[src/rtl/ps2_host_tx_pkg.sv]
// Shared definitions for the PS/2 host transmitter: FSM state encoding, common
// keyboard command/response bytes and the frame builder used when a byte is accepted.
package ps2_host_tx_pkg;

  typedef enum logic [2:0] {
    StIdle,
    StInhibit,
    StReq,
    StSend,
    StAck,
    StWaitIdle
  } ps2_state_e;

  localparam logic [7:0] CmdSetLeds = 8'hED;
  localparam logic [7:0] CmdReset   = 8'hFF;
  localparam logic [7:0] CmdEnable  = 8'hF4;
  localparam logic [7:0] RspAck     = 8'hFA;

  // Shift-out order is bit 0 first: data[7:0], odd parity, stop (1 = released).
  function automatic logic [9:0] ps2_frame(input logic [7:0] data);
    return {1'b1, ~^data, data};
  endfunction

endpackage

[src/rtl/ps2_host_tx_if.sv]
// Byte request/response handshake between a command source and the PS/2 host transmitter.
//   tx_data/tx_valid : request from the master, accepted when tx_valid & tx_ready
//   tx_ready         : transmitter idle and able to accept
//   tx_done/tx_error : one-cycle completion pulses (ACKed / timeout or no ACK)
interface ps2_host_tx_if;
  logic [7:0] tx_data;
  logic       tx_valid;
  logic       tx_ready;
  logic       tx_done;
  logic       tx_error;

  modport master (
    output tx_data,
    output tx_valid,
    input  tx_ready,
    input  tx_done,
    input  tx_error
  );

  modport slave (
    input  tx_data,
    input  tx_valid,
    output tx_ready,
    output tx_done,
    output tx_error
  );
endinterface

[src/rtl/ps2_host_tx_sync_edge.sv]
// Multi-stage synchronizer for an asynchronous PS/2 line with falling-edge detect.
//   clk_i, rst_ni : system clock, async active-low reset (line assumed high/idle)
//   line_i        : raw asynchronous line
//   level_o       : synchronized level
//   fall_o        : one-cycle pulse when the synchronized level goes 1 -> 0
// Stages must be at least 2.
module ps2_host_tx_sync_edge #(
  parameter int unsigned Stages = 2
) (
  input  logic clk_i,
  input  logic rst_ni,
  input  logic line_i,
  output logic level_o,
  output logic fall_o
);

  logic [Stages-1:0] sync_q;
  logic              prev_q;

  always_ff @(posedge clk_i or negedge rst_ni) begin
    if (!rst_ni) begin
      sync_q <= '1;
      prev_q <= 1'b1;
    end else begin
      sync_q <= {sync_q[Stages-2:0], line_i};
      prev_q <= sync_q[Stages-1];
    end
  end

  assign level_o = sync_q[Stages-1];
  assign fall_o  = prev_q & ~sync_q[Stages-1];

endmodule

[src/rtl/ps2_host_tx.sv]
// PS/2 host-to-device transmitter. Sends one byte using the request-to-send sequence:
// inhibit clock, assert start bit, release clock, then shift bits on device clock falls
// and check the device ACK. Lines are driven only through pull-low enables; the
// open-drain tri-state (line = oe ? 0 : z) lives in the board top level.
//   clk_i, rst_ni      : system clock, async active-low reset
//   tx_if (slave)      : byte request handshake and done/error pulses
//   busy_o             : transfer in progress (including the completion-pulse cycle)
//   rx_inhibit_o       : same as busy_o, holds off the receive path
//   ps2_clk_i/data_i   : raw PS/2 lines (asynchronous)
//   ps2_clk_oe_o/..    : 1 = pull the line low, 0 = release
module ps2_host_tx
  import ps2_host_tx_pkg::*;
#(
  parameter int unsigned InhibitCycles = 6000,
  parameter int unsigned TimeoutCycles = 750000,
  parameter int unsigned SyncStages    = 2
) (
  input  logic         clk_i,
  input  logic         rst_ni,
  ps2_host_tx_if.slave tx_if,
  output logic         busy_o,
  output logic         rx_inhibit_o,
  input  logic         ps2_clk_i,
  input  logic         ps2_data_i,
  output logic         ps2_clk_oe_o,
  output logic         ps2_data_oe_o
);

  localparam int unsigned InhW = $clog2(InhibitCycles);
  localparam int unsigned TmoW = $clog2(TimeoutCycles + 1);
  localparam logic [InhW-1:0] InhLast = InhW'(InhibitCycles - 1);
  localparam logic [InhW-1:0] InhPre  = InhW'(InhibitCycles - 2);
  localparam logic [TmoW-1:0] TmoLast = TmoW'(TimeoutCycles - 1);
  localparam logic [TmoW-1:0] TmoMax  = TmoW'(TimeoutCycles);

  ps2_state_e      state_q;
  logic [9:0]      shift_q;
  logic [InhW-1:0] inh_cnt_q;
  logic [TmoW-1:0] tmo_cnt_q;
  logic [3:0]      edge_cnt_q;
  logic            clk_oe_q, data_oe_q, done_q, error_q;

  logic clk_lvl, clk_fall, data_lvl, data_fall_unused;
  logic ready, accept, active;

  ps2_host_tx_sync_edge #(.Stages(SyncStages)) u_sync_clk (
    .clk_i  (clk_i),
    .rst_ni (rst_ni),
    .line_i (ps2_clk_i),
    .level_o(clk_lvl),
    .fall_o (clk_fall)
  );

  // Only the data level matters (ACK sample and idle check).
  ps2_host_tx_sync_edge #(.Stages(SyncStages)) u_sync_data (
    .clk_i  (clk_i),
    .rst_ni (rst_ni),
    .line_i (ps2_data_i),
    .level_o(data_lvl),
    .fall_o (data_fall_unused)
  );

  // Ready stays low through the done/error pulse so the pulse precedes ready.
  assign ready  = (state_q == StIdle) & ~done_q & ~error_q;
  assign accept = tx_if.tx_valid & ready;
  assign active = (state_q == StReq) | (state_q == StSend) |
                  (state_q == StAck) | (state_q == StWaitIdle);

  always_ff @(posedge clk_i or negedge rst_ni) begin
    if (!rst_ni) begin
      state_q    <= StIdle;
      shift_q    <= '0;
      inh_cnt_q  <= '0;
      tmo_cnt_q  <= '0;
      edge_cnt_q <= '0;
      clk_oe_q   <= 1'b0;
      data_oe_q  <= 1'b0;
      done_q     <= 1'b0;
      error_q    <= 1'b0;
    end else begin
      done_q  <= 1'b0;
      error_q <= 1'b0;
      if (active) begin
        tmo_cnt_q <= (tmo_cnt_q == TmoMax) ? tmo_cnt_q : tmo_cnt_q + 1'b1;
      end

      if (active && (tmo_cnt_q == TmoLast)) begin
        clk_oe_q  <= 1'b0;
        data_oe_q <= 1'b0;
        error_q   <= 1'b1;
        state_q   <= StIdle;
      end else begin
        case (state_q)
          StIdle: begin
            if (accept) begin
              shift_q   <= ps2_frame(tx_if.tx_data);
              inh_cnt_q <= '0;
              clk_oe_q  <= 1'b1;
              state_q   <= StInhibit;
            end
          end
          StInhibit: begin
            inh_cnt_q <= inh_cnt_q + 1'b1;
            // Start bit goes out during the last inhibit cycle.
            if (inh_cnt_q == InhPre) data_oe_q <= 1'b1;
            if (inh_cnt_q == InhLast) begin
              clk_oe_q   <= 1'b0;
              tmo_cnt_q  <= '0;
              edge_cnt_q <= '0;
              state_q    <= StReq;
            end
          end
          StReq, StSend: begin
            if (clk_fall) begin
              edge_cnt_q <= edge_cnt_q + 4'd1;
              data_oe_q  <= ~shift_q[0];
              shift_q    <= {1'b0, shift_q[9:1]};
              if (state_q == StReq) state_q <= StSend;
              else if (edge_cnt_q == 4'd9) state_q <= StAck;
            end
          end
          StAck: begin
            if (clk_fall) begin
              edge_cnt_q <= edge_cnt_q + 4'd1;
              if (!data_lvl) begin
                state_q <= StWaitIdle;
              end else begin
                error_q <= 1'b1;
                state_q <= StIdle;
              end
            end
          end
          StWaitIdle: begin
            if (clk_lvl && data_lvl) begin
              done_q  <= 1'b1;
              state_q <= StIdle;
            end
          end
          default: state_q <= StIdle;
        endcase
      end
    end
  end

  assign tx_if.tx_ready = ready;
  assign tx_if.tx_done  = done_q;
  assign tx_if.tx_error = error_q;
  assign busy_o         = ~ready;
  assign rx_inhibit_o   = ~ready;
  assign ps2_clk_oe_o   = clk_oe_q;
  assign ps2_data_oe_o  = data_oe_q;

endmodule

[src/flat_wrapper.sv]
// flat-port wrapper written by rule: the top's interface ports become plain ports
module ps2_host_tx_flat import ps2_host_tx_pkg::*;
#(
  parameter int unsigned InhibitCycles = 6000,
  parameter int unsigned TimeoutCycles = 750000,
  parameter int unsigned SyncStages    = 2
)
  (clk_i, rst_ni, busy_o, rx_inhibit_o, ps2_clk_i, ps2_data_i, ps2_clk_oe_o, ps2_data_oe_o, tx_if_tx_data, tx_if_tx_valid, tx_if_tx_ready, tx_if_tx_done, tx_if_tx_error);
  ps2_host_tx_if tx_if_i ();
  input  logic clk_i;
  input  logic rst_ni;
  output logic busy_o;
  output logic rx_inhibit_o;
  input  logic ps2_clk_i;
  input  logic ps2_data_i;
  output logic ps2_clk_oe_o;
  output logic ps2_data_oe_o;
  input wire logic [$bits(tx_if_i.tx_data)-1:0] tx_if_tx_data;
  input wire logic [$bits(tx_if_i.tx_valid)-1:0] tx_if_tx_valid;
  output wire logic [$bits(tx_if_i.tx_ready)-1:0] tx_if_tx_ready;
  output wire logic [$bits(tx_if_i.tx_done)-1:0] tx_if_tx_done;
  output wire logic [$bits(tx_if_i.tx_error)-1:0] tx_if_tx_error;
  assign tx_if_i.tx_data = tx_if_tx_data;
  assign tx_if_i.tx_valid = tx_if_tx_valid;
  assign tx_if_tx_ready = tx_if_i.tx_ready;
  assign tx_if_tx_done = tx_if_i.tx_done;
  assign tx_if_tx_error = tx_if_i.tx_error;
  ps2_host_tx #(.InhibitCycles(InhibitCycles), .TimeoutCycles(TimeoutCycles), .SyncStages(SyncStages)) u_core (.clk_i(clk_i), .rst_ni(rst_ni), .tx_if(tx_if_i), .busy_o(busy_o), .rx_inhibit_o(rx_inhibit_o), .ps2_clk_i(ps2_clk_i), .ps2_data_i(ps2_data_i), .ps2_clk_oe_o(ps2_clk_oe_o), .ps2_data_oe_o(ps2_data_oe_o));
endmodule
[config.mk]
export PLATFORM = sky130hd
export DESIGN_NAME = ps2_host_tx_flat
export DESIGN_NICKNAME = d
export VERILOG_FILES = /design/src/rtl/ps2_host_tx_pkg.sv /design/src/rtl/ps2_host_tx_if.sv /design/src/rtl/ps2_host_tx_sync_edge.sv /design/src/rtl/ps2_host_tx.sv /design/src/flat_wrapper.sv
export SDC_FILE = /design/constraint.sdc
export NUM_CORES = 1
export LEC_CHECK = 0
export CAP_MARGIN = 10
export CORE_MARGIN = 10
export CORE_UTILIZATION = 25
export CTS_BUF_LIST = sky130_fd_sc_hd__clkbuf_8
export DETAILED_ROUTE_END_ITERATION = 10
export PLACE_DENSITY_LB_ADDON = 0.05
export SYNTH_ARGS = -nofsm -noshare
export SYNTH_HDL_FRONTEND = slang
export SYNTH_HIERARCHICAL = 1
export SYNTH_SLANG_ARGS = --single-unit
export TNS_END_PERCENT = 20
[constraint.sdc]
create_clock -name clk_i -period 2.25 [get_ports clk_i]
set_clock_uncertainty 0.05 [all_clocks]
set_input_delay 0.45 -clock clk_i [delete_from_list [all_inputs] [get_ports clk_i]]
set_output_delay 0.45 -clock clk_i [all_outputs]
set_load 0.01 [all_outputs]
==> results.tsv <==
stage	metric	value	unit
clock_network	Clock Sink Count	59	
routing	routed vias	2234	
routing	DRC	0	
grt	routing usage on met3	3.51	%
routing	WL final	7120	µm
setup_path	slowest stage cell, crit path	dfrtp_1	
placement	Post-Place Cells	502	
setup_path	CP required	2.44	ns
placement	DP Wirelength	5030	µm
placement	IO buf count	19	
clock_network	Worst-path clk slew	0.07	ns
setup_path	Setup crit start	u_core/tmo_cnt_q[6]	
routing	initial DRC count	101	
power	switch share	30.7	%
floorplan	Core Box Area	12100	µm²
grt	GRT Resource Usage Total	8.61	%
grt	number of global-route vias before repair	2242	
sta	Worst Tran Pin Value	0.535	ns
sta	final worst-path cycle share	92.6	%
setup_path	WS Path Type	reg -> reg	
sta	Max Slew Vio Count	0	
grt	first-pass GRT wire length	12000	µm
status	status	finished, final reports clean	
sta	Setup TNS	0	ns
cells_and_area	Area Overhead vs Synth	20.3	%
setup_path	r2r startpoint	u_core/tmo_cnt_q[6]	
clock_network	CTS tree	yes	
power	P_int	0.00196	W
setup_path	crit-path leading delay family	simple AND/OR/NAND/NOR gates	
floorplan	Std-Cell Rows	40	
power	pwr dens	760	nW/µm²
floorplan	Top Ports	20	
setup_path	CP peak stage delay	0.42	ns
sta	fin crit period	2.08	ns
setup_path	Buf/Inv on CP	0	
routing	DR pass1 iterations	4	
placement	RePlAce Congestion	0.797	
sta	WHS	0.0215	ns
grt	initial antenna violation count	0	
clock_network	cts hold-fix bufs	0	
setup_path	crit path max fanout	6	
clock_network	Root Buffer Master	clkbuf_8	
power	Combinational Power Share	23.4	%
routing	antenna viol nets, final	0	
power	maximum VDD drop	0.401	mV
min_path	worst min path class	in -> async	
grt	met2 Use GR	12.4	%
cells_and_area	final core occ	30.9	%
setup_path	CP startpoint kind	register	
run	number of max-cap violations	0	
cells_and_area	Nets	364	
floorplan	Die H	131	µm
sta	Final setup viols	0	
clock_network	worst skew pair latency	0.35	ns
synthesis	syn nets	332	
cells_and_area	number of diodes	0	
clock_network	H-tree depth	3	
grt	M1 GR Usage	11.1	%
floorplan	Starting Density	25.7	%
synthesis	synth warn	6	
setup_path	crit-path cells	nor4b_2 -> and4_4 -> nor3b_2 -> a2111oi_1 -> or3_1 -> a22o_1	
grt	GRT Residual Overflow	0	
grt	largest net degree at the start of global routing	41	
cells_and_area	filler cell count	1285	
setup_path	CP Capture Type	register	
power	Leak	1.63	nW
sta	RSZ-0062 raised after global routing	false	
clock_network	CTS max path bufs	2	
synthesis	Cells after Synth	313	
sta	relative slew slack	64.3	%
routing	Via density	4.31	
cells_and_area	Non-Filler Instances	518	
power	Sw Pwr	0.000869	W
power	Reg power frac	46.2	%
setup_path	Arrival @ worst endpoint	2.27	ns
grt	most used routing layer in global routing	met2	
clock_network	CTS buffer count	9	
synthesis	synthesized area per cell	9.89	µm²
floorplan	Die W	131	µm
cells_and_area	commonest non-fill, non-tap cell in the layout	dfrtp_1	
power	clock share of power	30.4	%
cells_and_area	most frequent cells in the layout	54 x dfrtp_1, 52 x nor2_1, 26 x xor2_1, 22 x nand2_1, 16 x nand3_1	
sta	Final Hold Vio Count	0	
synthesis	Syn Std Cell Area	3090	µm²
floorplan	die area	17200	µm²
routing	wire per inst	13.8	µm
sta	Max Fclk	0.480	GHz
cells_and_area	layout cells sized above 1	14.9	%
[metal layers]
metal,share of wire [%],vias up
li1,-,1141
met1,51,1052
met2,44,31
met3,3.5,10
met4,1.8,0
met5,0,-
[registers in the layout, summed over array words and instances (netlist names)]
register and count:
u_core/u_sync_data/sync_q 2, u_core/edge_cnt_q 4, u_core/tx_if.tx_error 1, u_core/ps2_data_oe_o 1
u_core/state_q 3, u_core/ps2_clk_oe_o 1, u_core/u_sync_clk/sync_q 2, u_core/tx_if.tx_done 1
u_core/u_sync_clk/prev_q 1, u_core/tmo_cnt_q 20, u_core/shift_q 10, u_core/inh_cnt_q 13
[worst register-to-register path, cell delays in order (launching register included)]
cell	delay (ns)
dfrtp_1	0.42
nor4b_2	0.30
and4_4	0.29
nor3b_2	0.23
a2111oi_1	0.09
or3_1	0.37
a22o_1	0.23
[power by group through the flow]
stage                     combinational, W  sequential [W]  clock (W)
after floorplan                   0.000414         0.00131          0
after global placement            0.000693         0.00133          0
after detailed placement          0.000690         0.00133          0
after CTS                         0.000679         0.00131   0.000920
after global routing              0.000752         0.00133   0.000959
final                             0.000662         0.00131   0.000860
[path summary, 6_finish.rpt]
check | to | slack (ns) | depth (start not counted)
worst min register to register | u_core/u_sync_data/sync_q[1] | 0.31 | 0
worst min-delay path | u_core/inh_cnt_q[3] | 0.02 | 2
min in group clk_i | u_core/u_sync_data/sync_q[1] | 0.31 | 0
worst max register to register | u_core/state_q[2] | 0.17 | 6
max in group asynchronous | u_core/shift_q[3] | 1.64 | 2
worst max-delay path | u_core/state_q[2] | 0.17 | 6
[repair_timing]
action                                  in CTS  in global routing
setup buffers                                0                  0
gates resized for setup                      5                  0
endpoints found under the setup margin       3                  0
[metrics by stage]
stage / power (W) / cell area, µm² / worst slack, ns
after floorplan: 0.00172 / 3090 / 0.313
after global placement: 0.00202 / 3550 / 0.0639
after detailed placement: 0.00202 / 3550 / 0.0704
after CTS: 0.00291 / 3720 / 0.129
after global routing: 0.00304 / 3720 / 0.00788
final: 0.00283 / 3720 / 0.167
[cell type report]
cell class | count | area, µm² | share of cell area (%)
Clock buffer | 11 | 151 | 4.07
Clock inverter | 5 | 21.3 | 0.571
Sequential cell | 59 | 1480 | 39.8
Tap cell | 168 | 210 | 5.65
Timing Repair Buffer | 33 | 299 | 8.03
Inverter | 9 | 33.8 | 0.908
Multi-Input combinational cell | 233 | 1520 | 40.9
Power figures use the tool's default switching activity.
